<file path="config.mk">
export PLATFORM = sky130hd
export DESIGN_NAME = l1_l2_rr_scheduler
export DESIGN_NICKNAME = d
export VERILOG_FILES = /design/src/rtl/l1_l2_rr_scheduler.sv
export SDC_FILE = /design/constraint.sdc
export NUM_CORES = 1
export LEC_CHECK = 0
export ABC_AREA = 0
export CAP_MARGIN = 20
export CORE_MARGIN = 8
export CORE_UTILIZATION = 35
export DETAILED_ROUTE_END_ITERATION = 8
export GPL_TIMING_DRIVEN = 0
export HOLD_SLACK_MARGIN = 0.08
export PLACE_DENSITY = 0.82
export SYNTH_ARGS = -nofsm -noshare
export SYNTH_HDL_FRONTEND = slang
export SYNTH_SLANG_ARGS = --single-unit
</file>
<file path="constraint.sdc">
create_clock -name clk -period 3 [get_ports clk]
set_clock_uncertainty 0.05 [all_clocks]
set_input_delay 0.45 -clock clk [delete_from_list [all_inputs] [get_ports clk]]
set_output_delay 0.45 -clock clk [all_outputs]
set_load 0.02 [all_outputs]
</file>
<file path="src/rtl/l1_l2_rr_scheduler.sv">
// l1_l2_rr_scheduler: shares the single L2 request port between the icache
// miss path and the dcache miss/writeback path. Round-robin arbitration,
// one outstanding L2 transaction at a time, request fields captured at grant
// and held until the L2 response is routed back to the owner.
// Build macro MEM_ARB_TIMEOUT_EN adds a per-transaction watchdog that
// completes a stuck transaction with an error response.
module l1_l2_rr_scheduler #(
    parameter int XLEN           = 32,
    parameter int TIMEOUT_CYCLES = 256
) (
    input  logic            clk,
    input  logic            reset,
    input  logic            i_req_valid,
    input  logic [XLEN-1:0] i_req_addr,
    input  logic            i_req_write,
    input  logic [XLEN-1:0] i_req_wdata,
    input  logic [1:0]      i_req_size,
    input  logic            d_req_valid,
    input  logic [XLEN-1:0] d_req_addr,
    input  logic            d_req_write,
    input  logic [XLEN-1:0] d_req_wdata,
    input  logic [1:0]      d_req_size,
    output logic            i_rsp_valid,
    output logic [XLEN-1:0] i_rsp_rdata,
    output logic            i_rsp_err,
    output logic            d_rsp_valid,
    output logic [XLEN-1:0] d_rsp_rdata,
    output logic            d_rsp_err,
    output logic            l2_req_valid,
    output logic [XLEN-1:0] l2_req_addr,
    output logic            l2_req_write,
    output logic [XLEN-1:0] l2_req_wdata,
    output logic [1:0]      l2_req_size,
    input  logic            l2_rsp_valid,
    input  logic [XLEN-1:0] l2_rsp_rdata,
    output logic            owner,
    output logic            busy,
    output logic            timeout_flag
);

    typedef enum logic [1:0] {
        IDLE   = 2'd0,
        BUSY_I = 2'd1,
        BUSY_D = 2'd2
    } state_t;

    state_t          state_reg, state_next;
    logic            last_grant_reg, last_grant_next;  // 0 = icache, 1 = dcache
    logic [XLEN-1:0] addr_reg;
    logic [XLEN-1:0] wdata_reg;
    logic            write_reg;
    logic [1:0]      size_reg;

    logic            in_busy;
    logic            grant_i;
    logic            grant_d;
    logic            timeout_hit;
    logic            done;

    assign in_busy = (state_reg != IDLE);
    // On a tie the requester that did not win last time gets the grant.
    assign grant_i = i_req_valid && (!d_req_valid || last_grant_reg);
    assign grant_d = d_req_valid && (!i_req_valid || !last_grant_reg);
    assign done    = in_busy && (l2_rsp_valid || timeout_hit);

    // Next-state and arbitration decision.
    always_comb begin
        state_next      = state_reg;
        last_grant_next = last_grant_reg;
        case (state_reg)
            IDLE: begin
                if (grant_i) begin
                    state_next      = BUSY_I;
                    last_grant_next = 1'b0;
                end else if (grant_d) begin
                    state_next      = BUSY_D;
                    last_grant_next = 1'b1;
                end
            end
            BUSY_I, BUSY_D: begin
                if (done) begin
                    state_next = IDLE;
                end
            end
            default: state_next = IDLE;
        endcase
    end

    // State and round-robin pointer; reset drops any in-flight transaction.
    always_ff @(posedge clk or posedge reset) begin
        if (reset) begin
            state_reg      <= IDLE;
            last_grant_reg <= 1'b1;
        end else begin
            state_reg      <= state_next;
            last_grant_reg <= last_grant_next;
        end
    end

    // Capture the winning request at grant; held stable for the whole transaction.
    always_ff @(posedge clk or posedge reset) begin
        if (reset) begin
            addr_reg  <= '0;
            wdata_reg <= '0;
            write_reg <= 1'b0;
            size_reg  <= 2'd0;
        end else if (state_reg == IDLE && (grant_i || grant_d)) begin
            addr_reg  <= grant_i ? i_req_addr  : d_req_addr;
            wdata_reg <= grant_i ? i_req_wdata : d_req_wdata;
            write_reg <= grant_i ? i_req_write : d_req_write;
            size_reg  <= grant_i ? i_req_size  : d_req_size;
        end
    end

`ifdef MEM_ARB_TIMEOUT_EN
    localparam int CNT_W = $clog2(TIMEOUT_CYCLES + 1);

    logic [CNT_W-1:0] cnt_reg;
    logic             flag_reg;

    assign timeout_hit  = in_busy && (cnt_reg == CNT_W'(TIMEOUT_CYCLES));
    assign timeout_flag = flag_reg;

    // Watchdog counter: zero on entry to BUSY, counts every BUSY cycle.
    always_ff @(posedge clk or posedge reset) begin
        if (reset) begin
            cnt_reg <= '0;
        end else if (!in_busy) begin
            cnt_reg <= '0;
        end else begin
            cnt_reg <= cnt_reg + CNT_W'(1);
        end
    end

    // Sticky flag; a response arriving on the timeout cycle is not a timeout.
    always_ff @(posedge clk or posedge reset) begin
        if (reset) begin
            flag_reg <= 1'b0;
        end else if (timeout_hit && !l2_rsp_valid) begin
            flag_reg <= 1'b1;
        end
    end
`else
    logic unused_timeout_cfg;

    assign unused_timeout_cfg = ^TIMEOUT_CYCLES;
    assign timeout_hit        = 1'b0;
    assign timeout_flag       = 1'b0;
`endif

    assign l2_req_valid = in_busy;
    assign l2_req_addr  = addr_reg;
    assign l2_req_write = write_reg;
    assign l2_req_wdata = wdata_reg;
    assign l2_req_size  = size_reg;
    assign busy         = in_busy;
    assign owner        = (state_reg == BUSY_D);

    // Route the completion to the owner in the same cycle; data is zero otherwise.
    always_comb begin
        i_rsp_valid = 1'b0;
        i_rsp_rdata = '0;
        i_rsp_err   = 1'b0;
        d_rsp_valid = 1'b0;
        d_rsp_rdata = '0;
        d_rsp_err   = 1'b0;
        if (done) begin
            if (state_reg == BUSY_I) begin
                i_rsp_valid = 1'b1;
                i_rsp_rdata = l2_rsp_valid ? l2_rsp_rdata : '0;
                i_rsp_err   = !l2_rsp_valid;
            end else begin
                d_rsp_valid = 1'b1;
                d_rsp_rdata = l2_rsp_valid ? l2_rsp_rdata : '0;
                d_rsp_err   = !l2_rsp_valid;
            end
        end
    end

endmodule

</file>
==> impl_metrics.py, run 1 <==
metrics = {
    "run_status": {
        "status": "finished, final reports clean",
    },
    "routing": {
        "firstDrtPassIters": 6,
        "wl_met3_mm": 2.16,
        "finalWirelength_mm": 20.5,
        "routed_via_density": 5.40,
        "wl_met2_mm": 10.8,
        "drt_iter0_drc": 429,
        "drcViolationCount": 0,
        "wl_per_cell_um": 21.6,
        "wl_met1_mm": 7.16,
        "top_layer": "met4",
        "antenna_left": 0,
        "vias": 5118,
    },
    "sta": {
        "fmax_mhz": 343,
        "max-slew-margin-rel_pct": 39.5,
        "slew_viol_final": 0,
        "setup_viol": 0,
        "fin_hold_ws_ns": 0.499,
        "min_period_ns": 2.92,
        "hold_violations": 0,
        "finalCritPeriodShare_pct": 97.3,
        "tightest_slew_ns": 0.908,
    },
    "logic_synthesis": {
        "syn_area_per_cell_sq_um": 8.69,
        "synthCells": 480,
        "yosysTopAreaCell": "dfrtp_1",
        "synth_ff_type": "dfrtp_1",
        "ys_seq_elements": 70,
        "synth_edf_count": 0,
        "synth_cell_types": 26,
        "synth_warnings": 0,
        "netlist_top_cells_area": "dfrtp_1 (41%), and2_1 (9.6%), a31oi_2 (9.0%)",
        "synth-async-reset-ratio_pct": 100,
        "synthesis.area_sq_mm": 0.00417,
        "synth-seq-area-share_pct": 42.0,
        "netlist.area_leader.share_pct": 41.4,
    },
    "grt": {
        "antenna_found_initial": 0,
        "grt_pass1_wl_mm": 31.0,
        "grt_overflow": 0,
        "grtUsageTotal_pct": 25.1,
        "grt_pass1_vias": 5415,
        "grt_max_degree": 71,
    },
    "setup_path": {
        "critical-path-top-delay-family": "buffers and inverters",
        "setup.worst_path.start": "state_reg[0]",
        "worst_setup_path_endpoint": "i_rsp_rdata[24]",
        "worst-path-buf-inv": 4,
        "path_max_fanout": 10,
        "path_depth": 7,
        "criticalPathCategory": "reg -> out",
        "slowest_delay_ns": 0.61,
        "path_cells": "inv_1 > ha_1 > inv_2 > and3_2 > clkbuf_4 > and2_1 > clkdlybuf4s50_1",
        "rrSetupSlack_ns": 1.17,
        "cp-end-kind": "output pin",
        "r2r_end": "l2_req_addr[7]",
        "cp.required_ns": 2.50,
        "start_kind": "register",
        "crit_slowest_cell": "clkdlybuf4s50_1",
        "ff2ff_path_depth": 7,
        "reg2reg_from": "state_reg[0]",
        "arrival_ns": 2.42,
    },
    "clock_network": {
        "post_cts_buffers": 0,
        "cts_buffers": 9,
        "cts-htree-levels": 3,
        "cts_buffer_depth": 2,
        "cts_tree": "done",
        "clk_pin_slew_ns": 0.05,
        "cts.sinks": 70,
        "ctsRootBufferMaster": "clkbuf_16",
        "holdBufCountCts": 0,
        "clk_latency_ns": 0.32,
    },
    "layout": {
        "layout.nets": 972,
        "syn_to_final_growth_pct": 88.4,
        "final_cell_mix": "clkdlybuf4s50_1 (255), nor2_1 (69), dfrtp_1 (69), nand3_1 (67), and2_1 (64)",
        "antenna_cells": 0,
        "fin_util_pct": 66.6,
        "post_route_cells_drive_above_1_share_pct": 11.5,
        "n_fill_cell": 978,
        "mostFrequentLayoutCell": "clkdlybuf4s50_1",
        "stdcell_count": 948,
    },
    "floorplanning": {
        "die_y_um": 125,
        "rows": 40,
        "fp.dieW_um": 125,
        "start_util_pct": 35.3,
        "coreArea_sq_mm": 0.0118,
        "die-area_sq_mm": 0.0157,
        "pin_count": 310,
    },
    "worst_hold_path": {
        "hold_class": "reg -> reg",
    },
    "run": {
        "drv_cap": 0,
    },
    "pwr": {
        "ir_drop_uv": 387,
        "power.density_mw_per_mm2": 860,
        "leakage_uw": 0.00388,
    },
    "placed_design": {
        "numPortBuffers": 305,
        "dpl.cell_count": 934,
        "dp_hpwl_mm": 16.1,
        "gp_congestion": 0.835,
    },
}
how the worst min path moves through the flow:
stage / cells past startpoint / to / slack [ns] / startpoint
2_1_floorplan: 1 / state_reg[1] / 0.44 / state_reg[1]
3_3_place_gp: 1 / state_reg[0] / 0.46 / state_reg[0]
3_5_place_dp: 1 / state_reg[0] / 0.49 / state_reg[0]
4_1_cts: 1 / state_reg[0] / 0.49 / state_reg[0]
5_1_grt: 1 / state_reg[0] / 0.52 / state_reg[0]
6_report: 2 / l2_req_addr[31] / 0.50 / l2_req_addr[31]
logic make-up after synthesis:
group                      Yosys count  share of synthesized area, %
AOI/OAI and AO/OA                  140                          23.7
adders and majority gates            3                         0.900
buffers and inverters               60                          8.58
DFF                                 70                          42.0
other                                1                        0.0899
and+or+nand+nor                    206                          24.7
worst register-to-register path, cell delays in order (launching register included):
cell     delay [ns]
dfrtp_1        0.40
inv_1          0.10
ha_1           0.29
o21a_1         0.16
buf_2          0.21
buf_6          0.20
buf_6          0.19
a31oi_2        0.11
report_power, final:
group / internal, uW / switching [uW]
clock network: 681 / 380
registers: 1430 / 270
logic: 1850 / 2150
total: 3960 / 2800
stage by stage:
stage	area, sq um	TNS, ns	setup WS, ns	total power [uW]
3_3_place_gp	7420	-37.73	-0.552	5610
2_1_floorplan	4180	0	0.733	3810
6_report	7860	0	0.0825	6760
4_1_cts	7730	0	0.00218	6800
5_1_grt	7860	-0.00208	-0.00208	7120
3_5_place_dp	7420	-0.0414	-0.0228	5720
cells in the mapped netlist (2+ instances only):
| master | number |
|---|---|
| nand3_1 | 67 |
| clkbuf_1 | 17 |
| ha_1 | 3 |
| buf_4 | 4 |
| a32o_1 | 2 |
| buf_2 | 19 |
| clkbuf_2 | 3 |
| a31oi_1 | 38 |
| nand2b_1 | 2 |
| a31oi_2 | 30 |
| o21ai_0 | 51 |
| inv_2 | 2 |
| o21ai_1 | 16 |
| dfrtp_1 | 69 |
| nor2_1 | 70 |
| inv_1 | 3 |
| buf_6 | 12 |
| and2_1 | 64 |
metal layers:
layer  vias to the layer above  GRT usage [%]
met1                      2493           25.8
met2                       292           46.7
met4                         0           5.95
li1                       2308              -
met5                         -              0
met3                        25           9.86
final cells by class:
cell class	instances	area, sq um	area share (%)
clock buffers	13	260	3.31
clock inverters	1	30.0	0.382
inverters	5	21.3	0.271
well taps	147	184	2.34
plain buffers	55	358	4.55
flip-flops and latches	70	1750	22.3
repair buffers	305	3180	40.4
multi-input cells	352	2080	26.4
timing repair:
action                                  CTS  global route
cloned                                    0             0
endpoints found under the setup margin   60            58
endpoints found under the hold margin     0             0
pin swaps                                 0             0
gates resized for setup                   8            59
Power figures use the tool's default switching activity.
==> run 2, diff against run 1 <==
CORE_ASPECT_RATIO = 0.75   (was not set)
CTS_CLUSTER_SIZE = 28   (was not set)
==> run 2 against run 1 <==
Effect of this change:
- clock power is 17% higher
- flip-flop and latch count stayed put
- sequential power hardly changed
- die area is 0.23% higher
- setup slack better by 0.026 ns
- highest routed layer unchanged
- register-to-register slack better by 0.03 ns
- fmax is 0.89% higher
- largest power group unchanged
- total power is 2.6% higher
- count of clock-buffer cells in the layout is 3 lower
- cell count is 1.7% higher
- routed wire length is 3.5% lower
- utilization is 1.4 points higher
==> impl_metrics.py, run 2 (synthesized netlist as in run 1, its figures left out) <==
metrics = {
    "pwr": {
        "power.density_mw_per_mm2": 879,
        "ir_drop_uv": 420,
        "leakage_uw": 0.00373,
    },
    "layout": {
        "final_area_sq_mm": 0.00789,
        "mostFrequentLayoutCell": "clkdlybuf4s50_1",
        "stdcell_count": 964,
        "layout.nets": 972,
        "syn_to_final_growth_pct": 89.1,
        "final_cell_mix": "clkdlybuf4s50_1 (260), nor2_1 (69), dfrtp_1 (69), nand3_1 (67), and2_1 (64)",
        "post_route_cells_drive_above_1_share_pct": 11.8,
        "multi_input_area_sq_mm": 0.00208,
        "n_fill_cell": 926,
        "seq_area_sq_mm": 0.00175,
        "antenna_cells": 0,
    },
    "clock_network": {
        "cts_buffer_depth": 2,
        "clk_latency_ns": 0.32,
        "cts_buffers": 9,
        "clk_pin_slew_ns": 0.06,
        "holdBufCountCts": 0,
        "ctsRootBufferMaster": "clkbuf_16",
        "cts.sinks": 70,
        "cts-htree-levels": 3,
        "cts_tree": "done",
    },
    "setup_path": {
        "rrSetupSlack_ns": 1.20,
        "r2r_end": "l2_req_addr[14]",
        "cp-end-kind": "output pin",
        "slowest_delay_ns": 0.61,
        "path_cells": "inv_1 > ha_1 > inv_2 > and3_2 > clkbuf_2 > and2_1 > clkdlybuf4s50_1",
        "arrival_ns": 2.39,
        "start_kind": "register",
        "criticalPathCategory": "reg -> out",
        "crit_slowest_cell": "clkdlybuf4s50_1",
        "path_max_fanout": 10,
        "cp.required_ns": 2.50,
        "ff2ff_path_depth": 7,
        "reg2reg_from": "state_reg[0]",
    },
    "floorplanning": {
        "pin_count": 310,
        "rows": 34,
        "die-area_sq_mm": 0.0157,
        "fp.dieW_um": 142,
        "coreArea_sq_mm": 0.0116,
        "die_y_um": 111,
        "start_util_pct": 35.9,
    },
    "sta": {
        "fin_tns_setup_ns": 0,
        "min_period_ns": 2.89,
        "hold_violations": 0,
        "finalCritPeriodShare_pct": 96.4,
        "slew_viol_final": 0,
        "setup_viol": 0,
        "rsz0062_at_grt": "false",
        "fmax_mhz": 346,
        "max-slew-margin-rel_pct": 40.4,
        "tightest_slew_ns": 0.894,
    },
    "grt": {
        "grt_max_degree": 71,
        "antenna_found_initial": 0,
        "grtUsageTotal_pct": 24.1,
        "grt_pass1_wl_mm": 29.9,
        "grt_pass1_vias": 5288,
        "grt_overflow": 0,
    },
    "routing": {
        "routed_via_density": 5.18,
        "firstDrtPassIters": 5,
        "drcViolationCount": 0,
        "drt_iter0_drc": 269,
        "wl_per_cell_um": 20.5,
        "finalWirelength_mm": 19.8,
        "antenna_left": 0,
        "vias": 4991,
    },
    "worst_hold_path": {
        "holdPathStages": 1,
        "hold_class": "reg -> reg",
        "min_from": "state_reg[0]",
        "holdPathEnd": "state_reg[0]",
    },
    "run": {
        "drv_cap": 0,
    },
    "placed_design": {
        "gp_congestion": 0.855,
        "numPortBuffers": 305,
        "dp_hpwl_mm": 15.9,
        "dpl_cell_area_sq_mm": 0.00744,
        "dpl.cell_count": 949,
    },
    "run_status": {
        "status": "finished, final reports clean",
    },
}
## run 2: worst max path at each step
stage	from	to	slack (ns)	cells after the start
after floorplan	reset	l2_req_addr[0]	0.73	1
after global placement	reset	l2_req_addr[25]	-0.48	2
after detailed placement	l2_rsp_valid	d_rsp_rdata[14]	-0.07	6
after CTS	state_reg[0]	d_rsp_rdata[5]	0.002	7
after global routing	state_reg[0]	i_rsp_rdata[14]	0.002	7
final	state_reg[0]	i_rsp_rdata[23]	0.11	7
## run 2: report_power, final
| group | internal, uW | leakage (uW) | switching (uW) |
|---|---|---|---|
| clock network | 833 | 0.000165 | 403 |
| logic | 1840 | 0.00277 | 2160 |
| registers | 1430 | 0.000792 | 279 |
| total | 4100 | 0.00373 | 2840 |
## run 2: routing by layer
metal | up-vias | GRT usage [%] | share of wire [%]
li1 | 2323 | - | -
met1 | 2383 | 27.7 | 39
met3 | 28 | 9.90 | 11
met5 | - | 0 | 0
met2 | 257 | 40.5 | 48
met4 | 0 | 6.07 | 2.2
## run 2: metrics by stage
stage	setup slack, ns	hold slack (ns)	util [%]	power (uW)
finish	0.108	0.484	68.0	6940
global route	0.00214	0.494	68.0	7330
CTS	0.00248	0.487	67.0	6990
detailed placement	-0.0711	0.474	64.0	5740
global placement	-0.477	0.456	64.0	5640
floorplan	0.733	0.441	-	3810
## run 2: final cells by class
| type | count | area share (%) |
|---|---|---|
| Clock inverter | 5 | 1.35 |
| Inverter | 5 | 0.269 |
| Multi-Input combinational cell | 352 | 26.3 |
| Buffer | 55 | 4.47 |
| Timing Repair Buffer | 305 | 39.8 |
| Sequential cell | 70 | 22.2 |
| Tap cell | 162 | 2.57 |
| Clock buffer | 10 | 3.03 |
## run 2: critical path: cells and delay by family (launching register included)
kind	cells	cell delay, ns
fa+ha+maj	1	0.27
buf+inv	4	1.02
flops	1	0.37
simple gates	2	0.41
## run 2: repair_timing
item                                    CTS  global route
endpoints found under the setup margin   58            51
buffers inserted                          0             0
resized for setup                        14            43
cloned                                    0             0
==> run 3, diff against run 2 <==
CORE_UTILIZATION = 30   (was 35)
PLACE_DENSITY = 0.72   (was 0.82)
==> run 3 against run 2 <==
Effect of this change:
- worst hold slack is essentially flat
- fmax grew 0.26%
- total power grew 0.15%
- routed wire length shrank 2.2%
- first-iteration DRC count grew 20%
- largest cell class unchanged
- via count shrank 2.3%
- non-clock buffer count is the same
==> impl_metrics.py, run 3 (synthesized netlist as in run 1, its figures left out) <==
metrics = {
    "grt": {
        "antenna_found_initial": 0,
        "grtUsageTotal_pct": 20.9,
        "grt_pass1_wl_mm": 30.3,
        "grt_max_degree": 71,
        "top_usage_layer": "met2",
        "use_met1_pct": 25.3,
        "grt_pass1_vias": 5157,
        "grt_overflow": 0,
        "met3_usage_pct": 7.46,
        "grtUsageMet2_pct": 35.4,
    },
    "clock_network": {
        "cts.sinks": 70,
        "cts_buffers": 9,
        "cts_tree": "done",
        "cts_buffer_depth": 2,
        "cts-htree-levels": 3,
        "clk_pin_slew_ns": 0.05,
        "ctsRootBufferMaster": "clkbuf_16",
        "clk_latency_ns": 0.32,
    },
    "layout": {
        "final_area_sq_mm": 0.00790,
        "final_cell_mix": "clkdlybuf4s50_1 (275), nor2_1 (69), dfrtp_1 (69), nand3_1 (67), and2_1 (64)",
        "n_fill_cell": 1199,
        "mostFrequentLayoutCell": "clkdlybuf4s50_1",
        "antenna_cells": 0,
        "fin_util_pct": 57.8,
        "layout.nets": 972,
        "syn_to_final_growth_pct": 89.3,
        "post_route_cells_drive_above_1_share_pct": 11.8,
    },
    "run": {
        "drv_cap": 0,
    },
    "placed_design": {
        "dp_hpwl_mm": 15.4,
        "gp_congestion": 0.859,
        "numPortBuffers": 305,
        "place_ws_ns": -0.00251,
        "dpl_cell_area_sq_mm": 0.00745,
    },
    "floorplanning": {
        "pin_count": 310,
        "start_util_pct": 30.6,
        "die_y_um": 118,
        "fp.dieW_um": 152,
        "die-area_sq_mm": 0.0180,
        "rows": 37,
        "coreArea_sq_mm": 0.0137,
    },
    "pwr": {
        "pwr-share-comb_pct": 57.6,
        "p_sw_uw": 2830,
        "total_power_uw": 6950,
        "power.density_mw_per_mm2": 880,
        "sw_frac_of_total_pct": 40.8,
        "seqPwrFrac_pct": 24.5,
        "p_int_uw": 4120,
        "ir_drop_uv": 369,
        "leakage_uw": 0.00354,
        "clkPwrFrac_pct": 17.9,
    },
    "routing": {
        "finalWirelength_mm": 19.3,
        "routed_via_density": 4.98,
        "firstDrtPassIters": 5,
        "vias": 4874,
        "antenna_left": 0,
        "wl_per_cell_um": 19.8,
        "drcViolationCount": 0,
        "drt_iter0_drc": 324,
    },
    "worst_hold_path": {
        "hold_class": "reg -> reg",
    },
    "sta": {
        "finalCritPeriodShare_pct": 96.1,
        "min_period_ns": 2.88,
        "max-slew-margin-rel_pct": 40.5,
        "slew_viol_final": 0,
        "setup_ws_ns": 0.116,
        "tightest_slew_ns": 0.892,
        "setup_viol": 0,
        "hold_violations": 0,
        "fmax_mhz": 347,
    },
    "run_status": {
        "status": "finished, final reports clean",
    },
    "setup_path": {
        "cp.required_ns": 2.50,
        "path_cells": "inv_1 > ha_1 > nand2b_1 > nor2_4 > buf_4 > and2_1 > clkdlybuf4s50_1",
        "arrival_ns": 2.38,
        "cp-end-kind": "output pin",
        "path_max_fanout": 10,
        "crit_slowest_cell": "clkdlybuf4s50_1",
        "start_kind": "register",
        "slowest_delay_ns": 0.61,
        "criticalPathCategory": "reg -> out",
    },
}
[run 3: routing by layer]
metal	vias to the layer above	routed length (um)
met5	-	0
met4	0	232
met3	17	1640
met2	218	9230
met1	2323	8240
li1	2316	-
[run 3: critical path: cells and delay by family, from the launching register on]
family                   cells  cell delay [ns]
buffers and inverters        3             0.88
AND/OR/NAND/NOR              3             0.53
flip-flops                   1             0.37
adder cells (fa/ha/maj)      1             0.27
[run 3: power groups by stage]
stage                     Clock, uW  Sequential (uW)  Combinational [uW]
after floorplan                   0             2250                1560
after global placement            0             1680                3970
after detailed placement          0             1720                4020
after CTS                      1270             1700                4050
after global routing           1310             1770                4280
final                          1250             1700                4000
[run 3: final cells by class]
| type | instances | area, sq um | area share (%) |
|---|---|---|---|
| buffer | 55 | 353 | 4.47 |
| clock buffer | 11 | 243 | 3.07 |
| clock inverter | 5 | 106 | 1.35 |
| inverter | 5 | 21.3 | 0.269 |
| multi-input combinational | 352 | 2080 | 26.3 |
| sequential | 70 | 1750 | 22.2 |
| tap | 175 | 219 | 2.77 |
| timing repair buffer | 305 | 3120 | 39.6 |
[run 3: path summary, 6_finish.rpt]
path,cells past startpoint,startpoint,end,slack [ns]
setup / recovery,7,state_reg[0],d_rsp_rdata[28],0.12
hold / removal,1,state_reg[0],state_reg[0],0.48
setup reg to reg,7,state_reg[0],l2_req_addr[15],1.18
hold reg to reg,1,state_reg[0],state_reg[0],0.48
max in group asynchronous,2,reset,l2_req_addr[25],1.70
min in group asynchronous,2,reset,l2_req_wdata[23],0.62
[run 3: repair_timing]
action	in CTS	in global routing
gates resized for setup	8	37
hold buffers	0	0
endpoints found under the hold margin	0	0
endpoints found under the setup margin	57	57
setup buffers	0	0
[run 3: per-stage QoR]
step	std cells	TNS, ns	hold slack [ns]
after floorplan	482	0	0.441
after global placement	962	-37.87	0.456
after detailed placement	962	-0.00251	0.462
after CTS	978	0	0.477
after global routing	978	-0.00889	0.506
final	978	0	0.484
